--- src/rtl/alu_issue_queue.sv ---
// Out-of-order ALU issue queue: tag-based wakeup, oldest-ready select, one issue per cycle.
// Optional ALU_IQ_COUNT_EN adds a registered occupancy output iq_count.
package alu_iq_pkg;
  typedef enum logic [2:0] {
    ADD_I = 3'd0,
    SUB_I = 3'd1,
    AND_I = 3'd2,
    OR_I  = 3'd3,
    XOR_I = 3'd4,
    SLL_I = 3'd5,
    SRL_I = 3'd6,
    SLT_I = 3'd7
  } instr_opcode;
endpackage

module alu_issue_queue
  import alu_iq_pkg::*;
#(
  parameter int DEPTH = 4,
  parameter int TAG_W = 6
) (
  input  logic              clk,
  input  logic              rst,
  input  logic              flush,
  input  logic              disp_valid,
  output logic              disp_ready,
  input  instr_opcode       disp_opcode,
  input  logic [31:0]       disp_src1_val,
  input  logic [31:0]       disp_src2_val,
  input  logic              disp_src1_rdy,
  input  logic              disp_src2_rdy,
  input  logic [TAG_W-1:0]  disp_src1_tag,
  input  logic [TAG_W-1:0]  disp_src2_tag,
  input  logic [TAG_W-1:0]  disp_dst_tag,
  input  logic              cdb_valid,
  input  logic [TAG_W-1:0]  cdb_tag,
  input  logic [31:0]       cdb_value,
  output logic              alu_en,
  output instr_opcode       alu_opcode,
  output logic [31:0]       alu_val1,
  output logic [31:0]       alu_val2,
  output logic [TAG_W-1:0]  alu_dst_tag
`ifdef ALU_IQ_COUNT_EN
  ,
  output logic [$clog2(DEPTH+1)-1:0] iq_count
`endif
);

  localparam int AW = $clog2(DEPTH);
  localparam int CW = $clog2(DEPTH+1);

  logic [DEPTH-1:0] valid, rdy1, rdy2;
  instr_opcode      op_q [DEPTH];
  logic [TAG_W-1:0] tag1 [DEPTH];
  logic [TAG_W-1:0] tag2 [DEPTH];
  logic [TAG_W-1:0] dst  [DEPTH];
  logic [31:0]      val1 [DEPTH];
  logic [31:0]      val2 [DEPTH];
  // age = number of valid entries older than this one; 0 is the oldest
  logic [AW-1:0]    age  [DEPTH];

  logic [DEPTH-1:0] eligible;
  logic             issue_any, free_any, disp_fire;
  logic [AW-1:0]    issue_idx, free_idx, best_age, new_age;
  logic [CW-1:0]    valid_cnt;

  always_comb begin
    eligible  = valid & rdy1 & rdy2;
    issue_any = 1'b0;
    issue_idx = '0;
    best_age  = '0;
    for (int i = 0; i < DEPTH; i++) begin
      if (eligible[i] && (!issue_any || age[i] < best_age)) begin
        issue_any = 1'b1;
        issue_idx = AW'(i);
        best_age  = age[i];
      end
    end
  end

  always_comb begin
    free_any  = 1'b0;
    free_idx  = '0;
    valid_cnt = '0;
    for (int i = DEPTH-1; i >= 0; i--) begin
      if (!valid[i]) begin
        free_any = 1'b1;
        free_idx = AW'(i);
      end
      valid_cnt = valid_cnt + CW'(valid[i]);
    end
  end

  // Dispatch handshake: a transfer happens on a rising edge where disp_valid && disp_ready
  // and flush is low; disp_ready depends only on registered occupancy and rst, never on disp_valid.
  assign disp_ready = !rst && free_any;
  assign disp_fire  = disp_valid && disp_ready && !flush;
  assign new_age    = AW'(valid_cnt - CW'(issue_any));

  always_ff @(posedge clk) begin
    if (rst) begin
      valid       <= '0;
      alu_en      <= 1'b0;
      alu_opcode  <= ADD_I;
      alu_val1    <= '0;
      alu_val2    <= '0;
      alu_dst_tag <= '0;
      for (int i = 0; i < DEPTH; i++) age[i] <= '0;
    end else if (flush) begin
      valid  <= '0;
      alu_en <= 1'b0;
      for (int i = 0; i < DEPTH; i++) age[i] <= '0;
    end else begin
      alu_en <= issue_any;
      if (issue_any) begin
        alu_opcode         <= op_q[issue_idx];
        alu_val1           <= val1[issue_idx];
        alu_val2           <= val2[issue_idx];
        alu_dst_tag        <= dst[issue_idx];
        valid[issue_idx]   <= 1'b0;
      end
      for (int i = 0; i < DEPTH; i++) begin
        if (valid[i]) begin
          if (cdb_valid && !rdy1[i] && tag1[i] == cdb_tag) begin
            rdy1[i] <= 1'b1;
            val1[i] <= cdb_value;
          end
          if (cdb_valid && !rdy2[i] && tag2[i] == cdb_tag) begin
            rdy2[i] <= 1'b1;
            val2[i] <= cdb_value;
          end
          if (issue_any && age[i] > age[issue_idx]) age[i] <= age[i] - AW'(1);
        end
      end
      if (disp_fire) begin
        valid[free_idx] <= 1'b1;
        op_q[free_idx]  <= disp_opcode;
        tag1[free_idx]  <= disp_src1_tag;
        tag2[free_idx]  <= disp_src2_tag;
        dst[free_idx]   <= disp_dst_tag;
        age[free_idx]   <= new_age;
        // A result broadcast in the dispatch cycle would otherwise be missed forever
        if (!disp_src1_rdy && cdb_valid && disp_src1_tag == cdb_tag) begin
          rdy1[free_idx] <= 1'b1;
          val1[free_idx] <= cdb_value;
        end else begin
          rdy1[free_idx] <= disp_src1_rdy;
          val1[free_idx] <= disp_src1_val;
        end
        if (!disp_src2_rdy && cdb_valid && disp_src2_tag == cdb_tag) begin
          rdy2[free_idx] <= 1'b1;
          val2[free_idx] <= cdb_value;
        end else begin
          rdy2[free_idx] <= disp_src2_rdy;
          val2[free_idx] <= disp_src2_val;
        end
      end
    end
  end

`ifdef ALU_IQ_COUNT_EN
  always_ff @(posedge clk) begin
    if (rst || flush) iq_count <= '0;
    else              iq_count <= valid_cnt - CW'(issue_any) + CW'(disp_fire);
  end
`endif

endmodule

--- config.mk ---
export PLATFORM = sky130hd
export DESIGN_NAME = alu_issue_queue
export DESIGN_NICKNAME = d
export VERILOG_FILES = /design/src/rtl/alu_issue_queue.sv
export SDC_FILE = /design/constraint.sdc
export NUM_CORES = 1
export LEC_CHECK = 0
export ABC_CLOCK_PERIOD_IN_PS = 9100
export CORE_MARGIN = 5
export CORE_UTILIZATION = 25
export DETAILED_ROUTE_END_ITERATION = 12
export DONT_BUFFER_PORTS = 1
export MAX_ROUTING_LAYER = met4
export PLACE_DENSITY_LB_ADDON = 0.2
export SYNTH_ARGS = -nofsm -noshare
export SYNTH_HDL_FRONTEND = slang
export SYNTH_SLANG_ARGS = --single-unit
--- constraint.sdc ---
create_clock -name clk -period 9.1 [get_ports clk]
set_clock_uncertainty 0.1 [all_clocks]
set_input_delay 1.82 -clock clk [delete_from_list [all_inputs] [get_ports clk]]
set_output_delay 1.82 -clock clk [all_outputs]
set_load 0.005 [all_outputs]
==> load_flow_metrics.sql <==
INSERT INTO impl_metrics (metric_group, metric, value, unit) VALUES
('synth', 'synth_warnings', '0', ''),
('synth', 'synth.distinct_cells', '57', ''),
('flow_run', 'cap_viol_max_count', '0', ''),
('synth', 'yosysMostFrequentCell', 'sky130_fd_sc_hd__edfxtp_1', ''),
('timing', 'post-route-period-util', '0.757', ''),
('critical_path', 'reg2reg_to', 'age[2][1]', ''),
('synth', 'top_flip_flop_cell_by_instance_count_after_synthesis', 'sky130_fd_sc_hd__edfxtp_1', ''),
('clock_tree', 'tritoncts', 'built', ''),
('floorplanning', 'design.die.area', '0.0857', 'mm²'),
('critical_path', 'worst_ep_arrival_time', '7210', 'ps'),
('global_routing', 'number_of_antenna_violations_at_the_first_check_in_global_routing', '6', ''),
('synth', 'postSynth.asyncResetShare', '0', ''),
('critical_path', 'rrSetupSlack', '2220', 'ps'),
('critical_path', 'critical_path_required', '9420', 'ps'),
('global_routing', 'wire_length_of_the_first_global_routing_pass', '95800', 'µm'),
('timing', 'layout_min_cycle_time', '6880', 'ps'),
('placement', 'gp_routability_congestion', '0.785', ''),
('clock_tree', 'worstSkewPairLatency', '600', 'ps'),
('synth', 'postSynthCellCount', '1521', ''),
('placement', 'dpl.hpwl', '42000', 'µm'),
('floorplanning', 'die_height', '293', 'µm'),
('synth', 'yosys.area.top_type_share', '0.535', ''),
('detailed_routing', 'routed_wirelength', '67100', 'µm'),
('synth', 'synth_area', '0.0200', 'mm²'),
('synth', 'synth.avg_cell_area', '13.1', 'µm²'),
('timing', 'final_max_slew_violation_count', '0', ''),
('clock_tree', 'post_cts_resize_count', '0', ''),
('detailed_routing', 'drtIter0Drc', '859', ''),
('timing', 'setup-violations-final', '0', ''),
('critical_path', 'setup.worst_path.class', 'register to register', ''),
('detailed_routing', 'detailroute.via_count', '12800', ''),
('detailed_routing', 'detailedRoute.firstPassIterationCount', '7', ''),
('floorplanning', 'row_count', '103', ''),
('critical_path', 'capture_point_of_the_critical_path', 'age[2][1]', ''),
('placement', 'place.port_buffers', '0', ''),
('global_routing', 'grt_start_max_net_pins', '78', ''),
('detailed_routing', 'antenna_violating_nets_post_route', '0', ''),
('timing', 'max_clock_freq', '145', 'MHz'),
('timing', 'finalHoldViolations', '0', ''),
('floorplanning', 'design.core.area', '0.0791', 'mm²'),
('synth', 'yosys-top-cells-count', 'sky130_fd_sc_hd__edfxtp_1 (356), sky130_fd_sc_hd__mux2_2 (254), sky130_fd_sc_hd__nor2_1 (100)', ''),
('critical_path', 'worst_setup_path_startpoint', 'valid[0]', ''),
('global_routing', 'first_global_vias', '13100', ''),
('layout', 'flow.area_growth_from_synthesis', '14.1', '%'),
('floorplanning', 'top_level_port_count', '205', ''),
('critical_path', 'kind_of_start_point_of_the_critical_path', 'register', ''),
('power', 'peakVddDrop', '134', 'µV'),
('layout', 'post_route_cells_drive_above_1_share', '0.253', ''),
('critical_path', 'timing.rr.start', 'valid[0]', ''),
('detailed_routing', 'drc', '0', ''),
('clock_tree', 'clkSinkCount', '434', ''),
('timing', 'rsz_0062_raised_after_global_routing', 'false', ''),
('synth', 'synth.ff_latch_count', '434', ''),
('timing', 'timing.setup.tns', '0', 'ps'),
('synth', 'synth_area_leaders', 'sky130_fd_sc_hd__edfxtp_1 (53%), sky130_fd_sc_hd__mux2_2 (14%), sky130_fd_sc_hd__dfxtp_1 (7.8%)', ''),
('clock_tree', 'number_of_buffers_added_by_the_clock_tree_synthesis_step', '52', ''),
('clock_tree', 'post-cts-setup-buffers', '0', ''),
('global_routing', 'grt.total_usage', '0.155', ''),
('synth', 'synth_nets', '1661', ''),
('clock_tree', 'h-tree-depth', '2', ''),
('layout', 'postLayoutCellArea', '0.0228', 'mm²'),
('power', 'cellLeakagePower', '7.14', 'nW'),
('timing', 'timing.max_slew.rel_slack', '0.208', ''),
('critical_path', 'critical_path.endpoint_type', 'register', ''),
('floorplanning', 'initial_core_util', '0.253', ''),
('clock_tree', 'cts-hold-fix-buffers', '0', ''),
('clock_tree', 'number_of_buffers_between_clock_root_and_the_deepest_sink', '3', ''),
('run_status', 'status', 'finished clean', ''),
('placement', 'detailedPlace.worstSlack', '2290', 'ps'),
('critical_path', 'critPathMaxFanout', '40', ''),
('min_path', 'timing.hold.worst.class', 'register to register', '');
## registers in the layout, summed over array words and instances, names as in the netlist, 12 cells and up
register and flops:
alu_val1 32, alu_val2 32, dst 24, op_q 12
tag1 24, tag2 24, val1 128, val2 128
## per-stage QoR
stage          utilization  hold WS, ps  power, W  instances
2_1_floorplan            -          394   0.00233       1521
3_3_place_gp         0.268          408   0.00235       2488
3_5_place_dp         0.268          413   0.00236       2488
4_1_cts              0.288          421   0.00438       2585
5_1_grt              0.288          441   0.00448       2589
6_report             0.288          420   0.00432       2591
## how the worst min path moves through the flow
| stage | start | depth (start not counted) | end | slack, ps |
|---|---|---|---|---|
| floorplan | alu_dst_tag[0] | 2 | alu_dst_tag[0] | 390 |
| global placement | alu_val2[23] | 2 | alu_val2[23] | 410 |
| detailed placement | alu_val2[8] | 2 | alu_val2[8] | 410 |
| CTS | alu_val2[8] | 2 | alu_val2[8] | 420 |
| global route | alu_val2[8] | 2 | alu_val2[8] | 440 |
| finish | alu_val2[24] | 2 | alu_val2[24] | 420 |
## cell usage in the layout, fill, tap and decap left out, drive strengths merged, types with 19 or more instances in the layout
cell,synthesis,layout
dfxtp,78,78
xor2,40,40
edfxtp,356,356
mux2,256,256
clkbuf,41,83
buf,71,29
a221oi,73,73
nand3,81,81
a211oi,76,76
inv,17,19
xnor2,25,25
a21oi,90,90
nor2,101,101
nand2,93,93
## kinds of logic after synthesis
kind of cell	synth area share
buffers and inverters	0.0283
AO/OA/AOI/OAI	0.102
AND/OR/NAND/NOR	0.0768
multiplexers	0.144
XOR/XNOR	0.0285
adder cells (fa/ha/maj)	0.00720
flip-flops	0.613
## worst max-delay path, stage by stage, from the launching register on
cell and delay (ps):
sky130_fd_sc_hd__dfxtp_1 580, sky130_fd_sc_hd__and3_1 440, sky130_fd_sc_hd__nand2_1 110, sky130_fd_sc_hd__ha_1 320, sky130_fd_sc_hd__a21o_1 190, sky130_fd_sc_hd__a211oi_1 330
sky130_fd_sc_hd__a31oi_1 110, sky130_fd_sc_hd__ha_1 270, sky130_fd_sc_hd__or3_4 400, sky130_fd_sc_hd__o32a_2 390, sky130_fd_sc_hd__nor2_4 150, sky130_fd_sc_hd__a21o_1 110
sky130_fd_sc_hd__ha_1 230, sky130_fd_sc_hd__a21oi_1 170, sky130_fd_sc_hd__o21a_1 170, sky130_fd_sc_hd__o21a_4 490, sky130_fd_sc_hd__nor2_1 140, sky130_fd_sc_hd__a311oi_1 590
sky130_fd_sc_hd__ha_1 350, sky130_fd_sc_hd__nor2_1 180, sky130_fd_sc_hd__o21ai_0 150, sky130_fd_sc_hd__a2111oi_2 370, sky130_fd_sc_hd__a211oi_1 110, sky130_fd_sc_hd__o31ai_1 260
## layer usage
metal,track usage,vias up,part of all wire
met5,-,-,0
met4,0.0305,0,0.016
met3,0.0622,70,0.098
met2,0.244,367,0.46
met1,0.190,6566,0.42
li1,-,5811,-
## report_power, final
group	internal [W]	leakage [nW]	switching, W
clock network	0.00116	0.789	0.000842
registers	0.00216	3.86	0.0000161
logic	0.0000748	2.50	0.0000588
## final cells by class
| type | count | area, µm² |
|---|---|---|
| Antenna cell | 6 | 15.0 |
| Clock buffer | 83 | 1510 |
| Clock inverter | 14 | 123 |
| Fill cell | 8108 | 56300 |
| Inverter | 18 | 67.6 |
| Multi-Input combinational cell | 957 | 7330 |
| Sequential cell | 434 | 12300 |
| Tap cell | 1050 | 1310 |
| Timing Repair Buffer | 29 | 218 |
No activity file was read; power rests on OpenSTA's default activity.
